### src/rtl/popcount_seq.sv
// Multi-cycle population counter: accepts a W-bit word, sums G bits per cycle
// (ones, or zeros when mode=1) and returns the count over a valid/ready handshake.
module popcount_seq #(
    parameter int W = 32,
    parameter int G = 4
) (
    input  logic                   clk,
    input  logic                   rst_n,
    input  logic                   in_valid,
    output logic                   in_ready,
    input  logic [W-1:0]           din,
    input  logic                   mode,
    output logic                   out_valid,
    input  logic                   out_ready,
    output logic [$clog2(W+1)-1:0] count,
    output logic                   busy
);
    localparam int CW = $clog2(W + 1);
    localparam int N  = W / G;
    localparam int GW = $clog2(G + 1);
    localparam int IW = (N > 1) ? $clog2(N) : 1;

    if (G < 1 || G > W || (W % G) != 0) begin : g_param_check
        $error("popcount_seq: G must lie in 1..W and divide W evenly");
    end

    typedef enum logic [1:0] {
        S_IDLE,
        S_COUNT,
        S_DONE
    } state_t;

    state_t        r_state;
    state_t        w_state_next;
    logic [W-1:0]  r_shreg;
    logic [W-1:0]  w_shreg_next;
    logic [CW-1:0] r_acc;
    logic [CW-1:0] w_acc_next;
    logic [IW-1:0] r_idx;
    logic [IW-1:0] w_idx_next;

    // Ones in the low group of the shift register; synthesis rebalances the chain.
    logic [GW-1:0] w_grp_part [G+1];
    assign w_grp_part[0] = '0;
    for (genvar gi = 0; gi < G; gi++) begin : g_grp_sum
        assign w_grp_part[gi+1] = w_grp_part[gi] + GW'(r_shreg[gi]);
    end

    always_ff @(posedge clk) begin
        if (!rst_n) begin
            r_state <= S_IDLE;
            r_shreg <= '0;
            r_acc   <= '0;
            r_idx   <= '0;
        end else begin
            r_state <= w_state_next;
            r_shreg <= w_shreg_next;
            r_acc   <= w_acc_next;
            r_idx   <= w_idx_next;
        end
    end

    always_comb begin
        w_state_next = r_state;
        w_shreg_next = r_shreg;
        w_acc_next   = r_acc;
        w_idx_next   = r_idx;
        case (r_state)
            S_IDLE: begin
                if (in_valid) begin
                    // Zero counting becomes one counting on the inverted word.
                    w_shreg_next = mode ? ~din : din;
                    w_acc_next   = '0;
                    w_idx_next   = '0;
                    w_state_next = S_COUNT;
                end
            end
            S_COUNT: begin
                w_acc_next   = r_acc + CW'(w_grp_part[G]);
                w_shreg_next = r_shreg >> G;
                w_idx_next   = r_idx + IW'(1);
                if (r_idx == IW'(N - 1)) begin
                    w_state_next = S_DONE;
                end
            end
            S_DONE: begin
                if (out_ready) begin
                    w_state_next = S_IDLE;
                end
            end
            default: w_state_next = S_IDLE;
        endcase
    end

    assign in_ready  = (r_state == S_IDLE);
    assign out_valid = (r_state == S_DONE);
    assign busy      = (r_state != S_IDLE);
    assign count     = r_acc;

endmodule

### config.mk
export PLATFORM = sky130hd
export DESIGN_NAME = popcount_seq
export DESIGN_NICKNAME = d
export VERILOG_FILES = /design/src/rtl/popcount_seq.sv
export SDC_FILE = /design/constraint.sdc
export NUM_CORES = 1
export LEC_CHECK = 0
export CAP_MARGIN = 20
export CORE_UTILIZATION = 45
export CTS_BUF_LIST = sky130_fd_sc_hd__clkbuf_8
export CTS_CLUSTER_SIZE = 20
export DETAILED_ROUTE_END_ITERATION = 8
export DONT_BUFFER_PORTS = 1
export PLACE_DENSITY = 0.61
export SLEW_MARGIN = 40
export SYNTH_ARGS = -nofsm -noshare
export SYNTH_HDL_FRONTEND = slang
export SYNTH_SLANG_ARGS = --single-unit
### constraint.sdc
create_clock -name clk -period 4.6 [get_ports clk]
set_clock_uncertainty 0.05 [all_clocks]
set_input_delay 0.23 -clock clk [delete_from_list [all_inputs] [get_ports clk]]
set_output_delay 0.23 -clock clk [all_outputs]
set_load 0.02 [all_outputs]
==> metrics.log, run 1 <==
[metrics] final routed DRC violation total: 2
[metrics] overall via count from detail_route: 1,601
[metrics] wire length of the first global-routing pass: 7031 um
[metrics] Post-synth top flop: sky130_fd_sc_hd__dfxtp_1
[metrics] Setup crit start kind: flip-flop
[metrics] GP Congestion: ~0.71
[metrics] setup-violating endpoint count in the final report: 0
[metrics] Buffers on Ports: 0
[metrics] warning count from the yosys run: 0
[metrics] initial antenna violation count: 0
[metrics] count of flip-flops with a built-in enable after synthesis: 0
[metrics] Placed Cells incl. Taps: 278
[metrics] average detailed-routed wire length per instance: 14.79 um
[metrics] vias in the first global route: 1,470
[metrics] # clock sinks: 43
[metrics] global-route congestion overflow total: 0
[metrics] mean post-synth cell area: 8.805 um2
[metrics] Core Region: around 4500 um2
[metrics] Setup Total Neg Slack: 0 ns
[metrics] hold buffers post-CTS: 1
[metrics] remaining antenna violation count after routing: 0
[metrics] pin count of the biggest net entering global routing: 33
[metrics] fraction of the cycle the final worst path needs: 51.18%
[metrics] worst setup path category: reg -> reg
[metrics] CTS Root Cell: sky130_fd_sc_hd__clkbuf_8
[metrics] clock-pin slew reported for the worst setup and hold paths after clock tree synthesis: 0.08 ns
[metrics] DP Wirelength: 2853 um
[metrics] Worst EP arrival: 2.47 ns
[metrics] pwr dens: 360.8 nW/um2
[metrics] crit path time final: 2.354 ns
[metrics] DR pass1 iterations: 7
[metrics] count of placed standard cells in the final layout, fillers left out: 286
[metrics] H-Tree Level Count: 2
[metrics] buffers from clock root to sink, at most: 2
[metrics] number of filler cells placed in the layout: roughly 450
[metrics] total count of hold-check failures in the final report: 0
[metrics] endpoint required time on the critical path: 4.72 ns
[metrics] clock latency of the later-clocked register in the worst-skew pair: slightly below 0.3 ns
[metrics] Ports: 46
[metrics] count of distinct cell types in the synthesized netlist: 30
[metrics] status: finished with violations
[metrics] Multi-input gate area: 1154 um2
[metrics] CP max FO: 3
[metrics] Detailed Route WL: around 4200 um
[metrics] max cap viols: 0
[metrics] relative slew slack: 54.89%
[metrics] overall die height: between 70 and 80 um
[metrics] Worst Setup End Kind: flip-flop
[metrics] share of layout cells above drive strength 1: 5.983%
[metrics] die width: 70.96 um
[metrics] initial detailed-routing violation count: 109
[metrics] RSZ-0062 raised after global routing: no
[metrics] async set-or-reset flop fraction in the synthesized netlist: 0%
[metrics] clock buffer count from CTS: 5
[metrics] synthesized cell area: 2140 um2
[metrics] flip-flop and latch count after synthesis: 43
[metrics] Post CTS Setup Buffer Count: 0
[metrics] slew of the pin with the lowest slew margin: 0.6752 ns
[metrics] Vias per Instance: 5.598
[metrics] number of nets in the layout: 277
[metrics] Rows: 24
[metrics] overall fraction of global-route tracks in use: 18.02%
[metrics] synthesized instance count: 243
[metrics] synthesis-to-finish area growth: 4.737%
[metrics] worst min-delay path class: in -> reg
[metrics] Final Max Tran Viols: 0
[metrics] clock tree from TritonCTS: done
[metrics] Gates resized, CTS repair: 0
[metrics] Syn Nets: 286
[metrics] maximum clock frequency: 424.8 MHz
[metrics] die area: 5035 um2
[metrics] Reg area: 860.8 um2
[metrics] number of antenna diodes: 0
[metrics] sequential cell area fraction in the yosys report: between 40% and 50%
[metrics] effective utilization at floorplan: 47.82%
[metrics] static power due to leakage: 0.8742 nW
[metrics] violated checks: design-rule violations
[metrics] highest ir drop seen on vdd: 189.7 uV
flip-flops by register name (all words and copies together) (netlist names):
name     cells
r_idx        3
r_state      2
r_shreg     32
count        6
worst paths after layout:
kind                            startpoint  depth (start not counted)                        to  slack [ns]
setup / recovery     count[0]$_SDFFE_PN0P_                          8     count[2]$_SDFFE_PN0P_        2.25
hold / removal                       rst_n                          2   r_shreg[3]$_SDFFE_PN0P_        0.02
setup reg to reg     count[0]$_SDFFE_PN0P_                          8     count[2]$_SDFFE_PN0P_        2.25
hold reg to reg   r_shreg[20]$_SDFFE_PN0P_                          2  r_shreg[20]$_SDFFE_PN0P_        0.40
critical path, stage by stage (launching register included):
cell and delay (ns):
sky130_fd_sc_hd__dfxtp_1 0.40, sky130_fd_sc_hd__fa_1 0.56, sky130_fd_sc_hd__inv_1 0.05, sky130_fd_sc_hd__fa_1 0.39
sky130_fd_sc_hd__inv_1 0.08, sky130_fd_sc_hd__fa_1 0.18, sky130_fd_sc_hd__mux2_1 0.32, sky130_fd_sc_hd__a22oi_1 0.14
sky130_fd_sc_hd__nor2_1 0.06
layer usage:
layer / up-vias / track usage [%] / routed length [um]
li1: 813 / - / -
met1: 746 / 25.92 / 2178
met2: 40 / 25.43 / 1836
met3: 2 / 5.698 / 189
met4: 0 / 6.222 / 26
met5: - / 0 / 0
cells in the mapped netlist (2+ instances only):
cell / count / share of area, %
sky130_fd_sc_hd__a21oi_1: 5 / 1.2
sky130_fd_sc_hd__a22oi_1: 33 / 12
sky130_fd_sc_hd__and2_1: 2 / 0.58
sky130_fd_sc_hd__buf_2: 10 / 2.3
sky130_fd_sc_hd__buf_4: 4 / 1.4
sky130_fd_sc_hd__clkbuf_1: 4 / 0.70
sky130_fd_sc_hd__dfxtp_1: 43 / 40
sky130_fd_sc_hd__fa_1: 3 / 2.8
sky130_fd_sc_hd__ha_1: 3 / 1.8
sky130_fd_sc_hd__inv_1: 8 / 1.4
sky130_fd_sc_hd__nand2_1: 26 / 4.6
sky130_fd_sc_hd__nand2b_1: 2 / 0.58
sky130_fd_sc_hd__nand3_1: 2 / 0.47
sky130_fd_sc_hd__nor2_1: 21 / 3.7
sky130_fd_sc_hd__nor2b_1: 5 / 1.5
sky130_fd_sc_hd__o21ai_1: 24 / 5.6
sky130_fd_sc_hd__o221ai_1: 4 / 1.6
sky130_fd_sc_hd__xor2_1: 32 / 13
kinds of logic after synthesis:
kind of cell | Yosys count | share of synthesized area (%)
and+or+nand+nor | 60 | 11.93
DFF | 43 | 40.23
buffers and inverters | 28 | 6.198
muxes | 1 | 0.5263
AOI/OAI and AO/OA | 73 | 23.45
xor gates and xnor gates | 32 | 13.10
adders and majority gates | 6 | 4.562
layout make-up:
type,count,share of cell area (%)
multi-input cells,172,51.48
inverters,9,1.508
clock inverters,2,1.508
well taps,52,2.903
flip-flops and latches,43,38.41
repair buffers,3,1.117
clock buffers,5,3.071
power by group:
group | switching (mW) | internal, mW | total (mW)
sequential | 0.0174 | 0.398 | 0.416
combinational | 0.0671 | 0.0471 | 0.114
clock | 0.122 | 0.157 | 0.279
cell usage in the layout, fill, tap and decap left out, types with 4 or more instances in the layout:
master / synthesis / final
sky130_fd_sc_hd__dfxtp_1: 43 / 43
sky130_fd_sc_hd__clkbuf_8: 0 / 5
sky130_fd_sc_hd__o21ai_1: 24 / 24
sky130_fd_sc_hd__a22oi_1: 33 / 33
sky130_fd_sc_hd__inv_1: 8 / 9
sky130_fd_sc_hd__a21oi_1: 5 / 5
sky130_fd_sc_hd__nor2_1: 21 / 21
sky130_fd_sc_hd__nor2b_1: 5 / 5
sky130_fd_sc_hd__o221ai_1: 4 / 4
sky130_fd_sc_hd__xor2_1: 32 / 32
sky130_fd_sc_hd__nand2_1: 26 / 26
per-stage QoR:
stage / instance area [um2] / hold slack, ns / setup WS, ns / utilization, % / power [mW]
after floorplan: 2140 / 0.3793 / 2.353 / - / 0.5246
after global placement: 2121 / 0.3010 / 2.279 / 47.40 / 0.5368
after detailed placement: 2128 / 0.3031 / 2.268 / 47.57 / 0.5384
after CTS: 2241 / 0.01277 / 2.248 / 50.08 / 0.8156
after global routing: 2241 / 0.007331 / 2.123 / 50.08 / 0.8515
final: 2241 / 0.02187 / 2.246 / 50.08 / 0.8086
Power figures use the tool's default switching activity.
==> inputs of run 2 (changes only) <==
Settings changed: ABC_AREA from default to 1.
Clock period 4.6 ns to 2.2 ns, I/O delays scaled along.
==> run 2 against run 1 <==
The run now ends clean. Critical endpoint is now count[1]$_SDFFE_PN0P_. Count of clock-buffer cells in the layout up 2. Non-clock buffer count up 13. Clock power up 95%. First-iteration DRC count down 4.6%.
==> metrics.log, run 2 <==
[metrics] initial antenna violation count: 0
[metrics] Detailed Route WL: 5379 um
[metrics] Hold Crit Start: din[3]
[metrics] warning count from the yosys run: 0
[metrics] max cap viols: 0
[metrics] clock latency of the later-clocked register in the worst-skew pair: 0.29 ns
[metrics] clock buffer count from CTS: 5
[metrics] pin count of the biggest net entering global routing: 34
[metrics] main combinational cell family by area after synthesis: simple AND/OR/NAND/NOR gates
[metrics] overall fraction of global-route tracks in use: 20.11%
[metrics] relative slew slack: 47.75%
[metrics] Core Region: 5172 um2
[metrics] wire length of the first global-routing pass: about 8600 um
[metrics] GP Congestion: a little over 0.7
[metrics] die area: 5709 um2
[metrics] Worst Setup End Kind: flip-flop
[metrics] async set-or-reset flop fraction in the synthesized netlist: 0%
[metrics] Reg2Reg Depth: 7
[metrics] largest area contributor in the netlist: sky130_fd_sc_hd__dfxtp_1
[metrics] RSZ-0062 raised after global routing: no
[metrics] Worst EP arrival: 2.18 ns
[metrics] commonest cells after routing, fill and taps aside: sky130_fd_sc_hd__nand2_1 (108), sky130_fd_sc_hd__nor2_1 (57), sky130_fd_sc_hd__nand3_1 (45), sky130_fd_sc_hd__dfxtp_1 (43), sky130_fd_sc_hd__inv_1 (33)
[metrics] leading cell type in the layout, fill and taps excluded: sky130_fd_sc_hd__nand2_1
[metrics] static power due to leakage: 1.293 nW
[metrics] final core area utilization: 51.43%
[metrics] count of distinct cell types in the synthesized netlist: 26
[metrics] remaining antenna violation count after routing: 0
[metrics] flip-flop and latch count after synthesis: 43
[metrics] reg-to-reg startpoint: count[0]$_SDFFE_PN0P_
[metrics] DP Wirelength: 3485 um
[metrics] Setup crit start kind: flip-flop
[metrics] effective utilization at floorplan: 47.07%
[metrics] Setup Total Neg Slack: 0 ns
[metrics] Post-synth top flop: sky130_fd_sc_hd__dfxtp_1
[metrics] most frequent cell after synthesis: sky130_fd_sc_hd__nand2_1
[metrics] final routed DRC violation total: 0
[metrics] cell area after layout: 2660 um2
[metrics] # clock sinks: 43
[metrics] synthesized instance count: 371
[metrics] flip-flop count of the largest register after layout: 32
[metrics] fraction of the cycle the final worst path needs: 94.80%
[metrics] Rows: 26
[metrics] Gates resized, CTS repair: 0
[metrics] status: complete, no violations
[metrics] Synth Area in Adders: under 10%
[metrics] number of nets in the layout: between 400 and 500
[metrics] worst setup path endpoint: count[1]$_SDFFE_PN0P_
[metrics] slew of the pin with the lowest slew margin: 0.7829 ns
[metrics] Vias per Instance: 4.930
[metrics] simple-gate share of the synthesized area: 37.51%
[metrics] count of flip-flops with a built-in enable after synthesis: 0
[metrics] Syn Nets: 414
[metrics] clock-pin slew reported for the worst setup and hold paths after clock tree synthesis: 0.08 ns
[metrics] maximum clock frequency: 479.5 MHz
[metrics] DR pass1 iterations: 4
[metrics] XOR/XNOR Fraction of Synth Area: 7.914%
[metrics] buffers from clock root to sink, at most: 2
[metrics] Buffers on Ports: 0
[metrics] highest ir drop seen on vdd: 413.2 uV
[metrics] overall die height: approximately 76 um
[metrics] overall via count from detail_route: 2,189
[metrics] pwr dens: 650.5 nW/um2
[metrics] Final Max Tran Viols: 0
[metrics] global-route congestion overflow total: 0
[metrics] mean post-synth cell area: around 6.6 um2
[metrics] Worst R2R End: count[1]$_SDFFE_PN0P_
[metrics] synthesis-to-finish area growth: 9.250%
[metrics] H-Tree Level Count: 2
[metrics] average detailed-routed wire length per instance: 12.11 um
[metrics] worst min-delay path class: in -> reg
[metrics] clock tree from TritonCTS: done
[metrics] Overall Power: 1.730 mW
[metrics] initial detailed-routing violation count: 104
[metrics] crit path time final: 2.086 ns
[metrics] register with the most flip-flops: r_shreg
[metrics] total count of hold-check failures in the final report: 0
[metrics] multiplexer area fraction after synthesis: 0%
[metrics] setup-violating endpoint count in the final report: 0
[metrics] Ports: 46
[metrics] sequential cell area fraction in the yosys report: a little over a third
[metrics] area share of the largest cell type after synthesis: 35.35%
[metrics] share of the synthesized area in compound gates (AO/OA/AOI/OAI): 4.625%
[metrics] register-to-register path setup slack: 0.11 ns
[metrics] endpoint required time on the critical path: 2.30 ns
[metrics] most area-consuming cells after synthesis: sky130_fd_sc_hd__dfxtp_1 (35%), sky130_fd_sc_hd__nand2_1 (17%), sky130_fd_sc_hd__nand3_1 (9.2%)
[metrics] die width: 75.56 um
[metrics] vias in the first global route: 2,061
[metrics] worst setup path category: reg -> reg
[metrics] CTS Root Cell: sky130_fd_sc_hd__clkbuf_8
[metrics] critical path startpoint: count[0]$_SDFFE_PN0P_
[metrics] share of layout cells above drive strength 1: 5.348%
[metrics] CP max FO: 2
[metrics] synthesized cell area: around 2400 um2
[metrics] number of antenna diodes: 0
[metrics] Placement Cell Area: 2450 um2
[metrics] commonest cells in the synthesized netlist: sky130_fd_sc_hd__nand2_1 (108), sky130_fd_sc_hd__nor2_1 (57), sky130_fd_sc_hd__nand3_1 (45), sky130_fd_sc_hd__dfxtp_1 (43), sky130_fd_sc_hd__inv_1 (32)
[run 2: changes by cell type after synthesis, sizes merged, moves of 7 or more]
cell	delta
xor2	-24
inv	+26
nand2	+85
o21ai	-15
xnor2	+14
a21oi	+7
nor2	+38
a22oi	-33
nand3	+43
[run 2: worst min path at each step]
| stage | endpoint | cells after the start |
|---|---|---|
| 6_report | r_shreg[3]$_SDFFE_PN0P_ | 3 |
| 2_1_floorplan | r_state[1]$_SDFFE_PN0P_ | 3 |
| 3_5_place_dp | r_shreg[23]$_SDFFE_PN0P_ | 2 |
| 5_1_grt | r_shreg[28]$_SDFFE_PN0P_ | 3 |
| 4_1_cts | r_shreg[28]$_SDFFE_PN0P_ | 3 |
| 3_3_place_gp | r_shreg[4]$_SDFFE_PN0P_ | 2 |
[run 2: critical path, stage by stage (launching register included)]
cell                      delay [ns]
sky130_fd_sc_hd__dfxtp_1        0.34
sky130_fd_sc_hd__fa_1           0.53
sky130_fd_sc_hd__inv_1          0.05
sky130_fd_sc_hd__fa_1           0.35
sky130_fd_sc_hd__inv_1          0.09
sky130_fd_sc_hd__fa_1           0.40
sky130_fd_sc_hd__nand2_1        0.08
sky130_fd_sc_hd__a21oi_1        0.06
[run 2: cell type report]
cell class                 instances  area [um2]
clock buffer                       7       96.34
multi-input combinational        271        1316
sequential                        43       860.8
tap                               70       87.58
inverter                          36       135.1
clock inverter                     1       3.754
fill                             538        2512
timing repair buffer              16       160.2
[run 2: per-stage QoR]
stage          instances  hold slack (ns)  worst slack [ns]
2_1_floorplan        371           0.2321            0.1099
3_3_place_gp         425           0.1608            0.1379
3_5_place_dp         425           0.1665            0.1204
4_1_cts              444         0.007796            0.1077
5_1_grt              444          0.02667           0.01100
6_report             444         0.007577            0.1144
[run 2: power by group]
| group | total [mW] | switching (mW) | internal (mW) |
|---|---|---|---|
| clock | 0.545 | 0.263 | 0.282 |
| combinational | 0.321 | 0.189 | 0.133 |
| sequential | 0.864 | 0.0332 | 0.831 |
[run 2: kinds of logic (layout without fill, tap and decap cells)]
kind of cell               after synthesis  in the layout
AOI/OAI and AO/OA                       22             22
adders and majority gates                6              6
DFF                                     43             43
buffers and inverters                   57             60
xor gates and xnor gates                22             22
and+or+nand+nor                        221            221
[run 2: timing repair]
item,CTS,global route
hold buffers,11,0
buffers inserted,0,0
endpoints found under the hold margin,25,0
[run 2: metal layers]
metal	GRT usage, %	vias up	wire (um)
met5	0	-	0
met4	8.436	0	68
met3	4.101	6	198
met2	37.50	43	2680
met1	22.09	999	2432
li1	-	1141	-
